--- src/rtl/or_out_collector.sv ---
// Collects OR gate result words into a circular FIFO with a fall-through head from storage.
// Keeps a sticky drop flag and a saturating count of accepted nonzero results.
module or_out_collector #(
  parameter int WIDTH = 1,
  parameter int DEPTH = 4
) (
  input  logic                     clk,
  input  logic                     rst,
  input  logic                     clr,
  input  logic                     in_valid,
  input  logic [WIDTH-1:0]         in_data,
  output logic                     out_valid,
  input  logic                     out_ready,
  output logic [WIDTH-1:0]         out_data,
  output logic [$clog2(DEPTH):0]   level,
  output logic                     overflow,
  output logic [15:0]              ones_cnt
);

  localparam int AW = $clog2(DEPTH);
  localparam int LW = AW + 1;
  localparam logic [LW-1:0] FULL_LEVEL = LW'(DEPTH);

  logic [WIDTH-1:0] r_mem [DEPTH];
  logic [AW-1:0]    r_wptr;
  logic [AW-1:0]    r_rptr;
  logic [LW-1:0]    r_level;
  logic             r_overflow;
  logic [15:0]      r_ones_cnt;

  logic w_full;
  logic w_empty;
  logic w_pop;
  logic w_push;
  logic w_drop;
  logic w_nonzero;
  logic w_flush;

  always_comb begin
    w_full    = (r_level == FULL_LEVEL);
    w_empty   = (r_level == '0);
    w_pop     = !w_empty && out_ready;
    // A full buffer still accepts a word when the head leaves in the same cycle.
    w_push    = in_valid && (!w_full || w_pop);
    w_drop    = in_valid && !w_push;
    w_nonzero = |in_data;
    w_flush   = rst || clr;
  end

  always_ff @(posedge clk) begin
    if (w_flush) begin
      r_wptr <= '0;
      r_rptr <= '0;
    end else begin
      if (w_push) r_wptr <= r_wptr + 1'b1;
      if (w_pop)  r_rptr <= r_rptr + 1'b1;
    end
  end

  always_ff @(posedge clk) begin
    if (w_flush) begin
      r_level <= '0;
    end else begin
      unique case ({w_push, w_pop})
        2'b10:   r_level <= r_level + 1'b1;
        2'b01:   r_level <= r_level - 1'b1;
        default: r_level <= r_level;
      endcase
    end
  end

  always_ff @(posedge clk) begin
    if (w_flush) begin
      r_overflow <= 1'b0;
    end else if (w_drop) begin
      r_overflow <= 1'b1;
    end
  end

  always_ff @(posedge clk) begin
    if (w_flush) begin
      r_ones_cnt <= '0;
    end else if (w_push && w_nonzero && (r_ones_cnt != 16'hFFFF)) begin
      r_ones_cnt <= r_ones_cnt + 16'd1;
    end
  end

  // Storage is never cleared; only the pointers and level define its valid contents.
  always_ff @(posedge clk) begin
    if (w_push && !w_flush) begin
      r_mem[r_wptr] <= in_data;
    end
  end

  assign out_valid = !w_empty;
  assign out_data  = r_mem[r_rptr];
  assign level     = r_level;
  assign overflow  = r_overflow;
  assign ones_cnt  = r_ones_cnt;

endmodule
--- config.mk ---
export PLATFORM = sky130hd
export DESIGN_NAME = or_out_collector
export DESIGN_NICKNAME = d
export VERILOG_FILES = /design/src/rtl/or_out_collector.sv
export SDC_FILE = /design/constraint.sdc
export NUM_CORES = 1
export LEC_CHECK = 0
export CORE_MARGIN = 5
export CORE_UTILIZATION = 55
export DETAILED_ROUTE_END_ITERATION = 6
export MAX_ROUTING_LAYER = met4
export PLACE_DENSITY = 0.83
export SLEW_MARGIN = 40
export SYNTH_ARGS = -nofsm -noshare
export SYNTH_HDL_FRONTEND = slang
export SYNTH_SLANG_ARGS = --single-unit
--- constraint.sdc ---
create_clock -name clk -period 6.3 [get_ports clk]
set_input_delay 1.26 -clock clk [delete_from_list [all_inputs] [get_ports clk]]
set_output_delay 1.26 -clock clk [all_outputs]
set_load 0.03 [all_outputs]
==> results of run 1 <==
## where the power goes
part	switching (mW)	internal, mW
logic	0.0172	0.0123
clock network	0.0661	0.0947
registers	0.00208	0.195
## worst register-to-register path: stages, from the launching register on
cell      delay (ps)
dfxtp_1          390
o31a_1           370
nand2b_1         160
fa_1             440
o21bai_1         170
a31oi_1          130
o21ai_0          100
a221oi_1         320
## synth_stat cells, types with 2 or more instances
library cell  number
a21oi_1           14
a31oi_1            2
and3_1             6
buf_2              2
clkbuf_1           4
dfxtp_1           26
edfxtp_1           4
ha_1               5
inv_1              5
mux2i_1            6
nand2_1           12
nand3_1            6
nand3b_1           2
nand4_1            6
nor2_1            10
nor4_1             4
o21ai_0            5
o31ai_1            7
or2_2              2
or3_1              8
or4_1             10
or4b_1             2
xnor2_1            2
xor2_1             3
## per-layer routing
metal  vias to the layer above  part of all wire  global-route usage  wire [µm]
li1                        703                 -                   -          -
met1                       666              0.47               0.248       1620
met2                        37              0.46               0.308       1600
met3                         8             0.054              0.0710        186
met4                         0             0.014              0.0701         50
met5                         -                 0                   -          0
## layout make-up
cell class / instances / area, µm² / area share
Tap cell: 31 / 38.8 / 0.0200
Sequential cell: 30 / 641 / 0.330
Clock inverter: 1 / 30.0 / 0.0155
Timing Repair Buffer: 27 / 270 / 0.139
Multi-Input combinational cell: 129 / 890 / 0.458
Clock buffer: 7 / 55.1 / 0.0283
Inverter: 5 / 18.8 / 0.00966
## metrics by stage
step / setup WS [ps] / util / std cells / hold slack, ps / power [mW]
detailed placement: 2800 / 0.680 / 222 / 476 / 0.231
floorplan: 3420 / - / 170 / 472 / 0.220
CTS: 3140 / 0.711 / 230 / 498 / 0.392
finish: 3120 / 0.711 / 230 / 501 / 0.388
global placement: 2930 / 0.676 / 222 / 456 / 0.230
global route: 2950 / 0.711 / 230 / 526 / 0.409
## sequential cells by signal, indices dropped and copies added (netlist names), named ones only
| signal | flops |
|---|---|
| ones_cnt | 16 |
| r_mem | 4 |
| level | 3 |
| r_rptr | 2 |
| r_wptr | 2 |
| overflow | 1 |
## path summary, 6_finish.rpt
kind / end / from / cells after the start
min reg2reg: overflow / overflow / 2
max reg2reg: level[1] / level[2] / 7
min: overflow / overflow / 2
max: level[1] / out_ready / 8
## cell families after synthesis
logic type / Yosys count
flip-flops: 30
XOR/XNOR: 5
AND/OR/NAND/NOR: 78
multiplexers: 7
adder cells (fa/ha/maj): 6
AO/OA/AOI/OAI: 33
buffers and inverters: 11
==> impl_metrics.env, run 1 <==
export IMPL_cts_tree="yes"
export IMPL_ys_flop_type="dfxtp_1"
export IMPL_path_max_fanout=6
export IMPL_clock_skew_ps=10.2
export IMPL_grtUsageTotal=0.202
export IMPL_finish_instance_area_um2=1940
export IMPL_worstSetupStartpointType="input pin"
export IMPL_synthCells=170
export IMPL_place_area_um2=1860
export IMPL_fp_dieW_um=63.3
export IMPL_maxCapViolCount=0
export IMPL_final_cell_mix="27 x clkdlybuf4s50_1, 26 x dfxtp_1, 14 x a21oi_1"
export IMPL_grt_start_max_net_pins=22
export IMPL_finalHoldViolCount=0
export IMPL_period_share=0.505
export IMPL_place_gp_congestion=0.839
export IMPL_drive_gt1_frac=0.0603
export IMPL_clk_path_buf_depth=2
export IMPL_cts_made_buffers=5
export IMPL_critPathBufInv=1
export IMPL_avgRoutedWirePerCell_um=15.0
export IMPL_slowest_delay_ps=580
export IMPL_critical_path_cell_chain="clkdlybuf4s50_1 -> o31a_1 -> nand2b_1 -> fa_1 -> o21bai_1 -> a31oi_1 -> o21ai_0 -> a221oi_1"
export IMPL_htreeDepth=2
export IMPL_floorplan_initialDensity=0.573
export IMPL_ctsResizeCount=0
export IMPL_dpl_hpwl_um=2450
export IMPL_rsz0062_at_grt="no"
export IMPL_ir_drop_mv=0.192
export IMPL_endpoint_kind="register"
export IMPL_via_per_inst=6.15
export IMPL_hp_class="register to register"
export IMPL_num_nets_final=210
export IMPL_synth_seq_area_share=0.409
export IMPL_outcome="finished clean"
export IMPL_power_density_nw_per_um2=200
export IMPL_path_delay_family="compound AO/OA/AOI/OAI gates"
export IMPL_syn2layout_area_growth_pct=24.1
export IMPL_synth_async_reset_ratio=0
export IMPL_nFillCells=206
export IMPL_required_ps=6530
export IMPL_insertion_delay_ps=330
export IMPL_synthXorXnorAreaFrac=0.0280
export IMPL_yosysTopAreaCell="dfxtp_1"
export IMPL_cts_hold_buf=0
export IMPL_slew_violations=0
export IMPL_tightest_slew_ps=690
export IMPL_io_buffer_count=27
export IMPL_ff2ff_setup_slack_ps=4110
export IMPL_synth_edf_count=4
export IMPL_cts_clk_slew_worst_paths_ps=90
export IMPL_core_um2=2730
export IMPL_synth_avg_cell_area_um2=9.21
export IMPL_setup_viol=0
export IMPL_die_h_um=63.3
export IMPL_antenna_found_initial=0
export IMPL_drt_pass1_iter_count=4
export IMPL_slew_limit_headroom=0.537
export IMPL_fmax_mhz=314
export IMPL_synth_cell_types=41
export IMPL_drt_iter0_drc=121
export IMPL_ys_ff_latch=30
export IMPL_cts_sinks=30
export IMPL_critPathKind="input pin to register"
export IMPL_critPathSlowestCell="clkdlybuf4s50_1"
export IMPL_n_antenna_cell=0
export IMPL_cts_setup_buffers=0
export IMPL_root_buffer="clkbuf_4"
export IMPL_dieArea_um2=4010
export IMPL_totalWireLength_um=3450
export IMPL_synthMuxAreaShare=0.0528
export IMPL_yosys_area_share_simple=0.299
export IMPL_layout_commonest_cell="clkdlybuf4s50_1"
export IMPL_period_needed_ps=3180
export IMPL_cp_arrival_ps=3410
export IMPL_ant_nets=0
export IMPL_timing_setup_tns_ps=0
export IMPL_grt_pass1_vias=1362
export IMPL_grt_ovfl_total=0
export IMPL_yosysTopAreaCellShare=0.333
export IMPL_drc=0
export IMPL_synth_compound_area_frac=0.130
export IMPL_num_vias=1414
export IMPL_synthTopCellsByArea="dfxtp_1 33%, edfxtp_1 7.7%, or4_1 4.8%"
export IMPL_p_leak_nw=0.653
export IMPL_grt_pass1_wl_um=6350
export IMPL_synth_top_family_by_area="simple AND/OR/NAND/NOR gates"
export IMPL_syn_nets=182
export IMPL_yosysWarnings=0
export IMPL_yosys_area_share_adder=0.0528
export IMPL_syn_area_um2=1570
export IMPL_num_io_pins=28
export IMPL_rows=19
No activity file was read; power rests on OpenSTA's default activity.
==> run 2, diff against run 1 <==
--- a/config.mk
+++ b/config.mk
@@ -6,10 +6,10 @@
 export NUM_CORES = 1
 export LEC_CHECK = 0
 export CORE_MARGIN = 5
-export CORE_UTILIZATION = 55
+export CORE_UTILIZATION = 47
 export DETAILED_ROUTE_END_ITERATION = 6
 export MAX_ROUTING_LAYER = met4
-export PLACE_DENSITY = 0.83
+export PLACE_DENSITY = 0.75
 export SLEW_MARGIN = 40
 export SYNTH_ARGS = -nofsm -noshare
 export SYNTH_HDL_FRONTEND = slang
==> constraint.sdc (replaced) <==
create_clock -name clk -period 2.6 [get_ports clk]
set_input_delay 0.52 -clock clk [delete_from_list [all_inputs] [get_ports clk]]
set_output_delay 0.52 -clock clk [all_outputs]
set_load 0.03 [all_outputs]
==> run 2 against run 1 <==
Net effect:
- sequential share of layout area is 0.50 points lower
- clock power increased by 80%
- design area grew 1.5%
- utilization shrank 11 points
- clock-buffer cell count did not move
- hold slack got worse by 21 ps
- wire length rose by 2.2%
- first-iteration DRC count is 49% lower
- clock skew is 0.97 ps higher
- combinational power rose to 2.7 times the previous value
- cell count increased by 9.1%
- critical endpoint is now out_data
==> impl_metrics.env, run 2 (same netlist as run 1, synthesis figures left out) <==
export IMPL_clk_path_buf_depth=2
export IMPL_ir_drop_mv=0.276
export IMPL_final_cell_mix="27 x clkdlybuf4s50_1, 26 x dfxtp_1, 14 x a21oi_1"
export IMPL_endpoint_kind="primary output"
export IMPL_slew_limit_headroom=0.676
export IMPL_wl_met1_um=1600
export IMPL_grt_ovfl_total=0
export IMPL_worstSetupStartpointType="register"
export IMPL_via_per_inst=5.69
export IMPL_timing_setup_tns_ps=0
export IMPL_fp_dieW_um=67.7
export IMPL_ant_nets=0
export IMPL_path_max_fanout=1
export IMPL_met2WireLength_um=1740
export IMPL_num_io_pins=28
export IMPL_drt_iter0_drc=62
export IMPL_period_share=0.880
export IMPL_insertion_delay_ps=330
export IMPL_multiInputGateArea_um2=881
export IMPL_wl_met3_um=146
export IMPL_die_h_um=67.7
export IMPL_cts_hold_buf=0
export IMPL_highest_layer="met4"
export IMPL_period_needed_ps=2290
export IMPL_largest_reg_flops=16
export IMPL_required_ps=2080
export IMPL_io_buffer_count=27
export IMPL_nFillCells=290
export IMPL_num_vias=1428
export IMPL_grt_start_max_net_pins=22
export IMPL_r2r_end="level[1]"
export IMPL_syn2layout_area_growth_pct=26.1
export IMPL_p_leak_nw=0.656
export IMPL_htreeDepth=2
export IMPL_whs_ps=480
export IMPL_setup_viol=0
export IMPL_regToRegStartpoint="level[2]"
export IMPL_slew_violations=0
export IMPL_grt_pass1_wl_um=5930
export IMPL_fmax_mhz=437
export IMPL_rsz0062_at_grt="no"
export IMPL_cts_tree="yes"
export IMPL_ctsResizeCount=0
export IMPL_maxCapViolCount=0
export IMPL_finalHoldViolCount=0
export IMPL_core_um2=3280
export IMPL_layout_commonest_cell="clkdlybuf4s50_1"
export IMPL_ff2ff_setup_slack_ps=420
export IMPL_cts_setup_buffers=0
export IMPL_clock_skew_ps=11.2
export IMPL_hold_depth=2
export IMPL_cts_clk_slew_worst_paths_ps=100
export IMPL_cts_sinks=30
export IMPL_drt_pass1_iter_count=4
export IMPL_dieArea_um2=4580
export IMPL_floorplan_initialDensity=0.477
export IMPL_antenna_found_initial=0
export IMPL_avgRoutedWirePerCell_um=14.1
export IMPL_rr_worst_depth=7
export IMPL_grtUsageTotal=0.175
export IMPL_grt_pass1_vias=1363
export IMPL_hold_start="overflow"
export IMPL_place_gp_congestion=0.794
export IMPL_outcome="finished clean"
export IMPL_cp_arrival_ps=1770
export IMPL_tightest_slew_ps=479
export IMPL_rows=21
export IMPL_drc=0
export IMPL_hp_class="register to register"
export IMPL_dpl_hpwl_um=2590
export IMPL_drive_gt1_frac=0.0878
export IMPL_power_density_nw_per_um2=429
export IMPL_n_antenna_cell=0
export IMPL_critPathKind="register to primary output"
export IMPL_seqCellArea_um2=641
export IMPL_worstHoldEndpoint="overflow"
export IMPL_cts_made_buffers=5
export IMPL_root_buffer="clkbuf_4"
export IMPL_totalWireLength_um=3530
export IMPL_num_nets_final=216
==> run 2: changes by cell type in the layout (fill, tap and decap cells not counted), sizes merged <==
cell,delta
clkinv,+1
buf,+6
bufinv,-1
==> run 2: cell type report <==
type | count | share of cell area
multi-input cells | 129 | 0.446
flip-flops and latches | 30 | 0.325
repair buffers | 33 | 0.160
well taps | 46 | 0.0292
clock buffers | 7 | 0.0279
inverters | 5 | 0.00951
clock inverters | 1 | 0.00254
==> run 2: where the power goes <==
part	total, mW	switching, mW	leakage [nW]	internal, mW
sequential	0.479	0.00519	0.246	0.473
clock	0.289	0.158	0.0353	0.131
combinational	0.0788	0.0440	0.375	0.0349
total	0.846	0.207	0.656	0.639
==> run 2: metrics by stage <==
step / setup WS [ps] / cell area (µm²) / std cells / power [mW] / util
final: 312 / 1970 / 251 / 0.846 / 0.601
after global routing: 230 / 1970 / 251 / 0.879 / 0.601
after CTS: 285 / 1970 / 251 / 0.852 / 0.601
after detailed placement: 14.9 / 1910 / 243 / 0.568 / 0.582
after global placement: 153 / 1910 / 243 / 0.564 / 0.582
after floorplan: 463 / 1570 / 170 / 0.534 / -
==> run 2: worst max-delay path, stage by stage, from the launching register on <==
cell and delay [ps]:
edfxtp_1 380, mux4_2 450, clkdlybuf4s50_1 600
==> run 2: worst max-delay path by stage <==
| stage | startpoint | slack (ps) | end |
|---|---|---|---|
| after floorplan | in_valid | 460 | level[1] |
| after global placement | out_ready | 150 | level[1] |
| after detailed placement | out_ready | 10 | level[1] |
| after CTS | r_mem[0] | 290 | out_data |
| after global routing | out_ready | 230 | level[1] |
| final | r_mem[0] | 310 | out_data |
==> run 2: layer usage <==
layer,up-vias,track usage
met4,0,0.0456
met5,-,-
met2,33,0.284
met3,6,0.0483
li1,720,-
met1,669,0.212
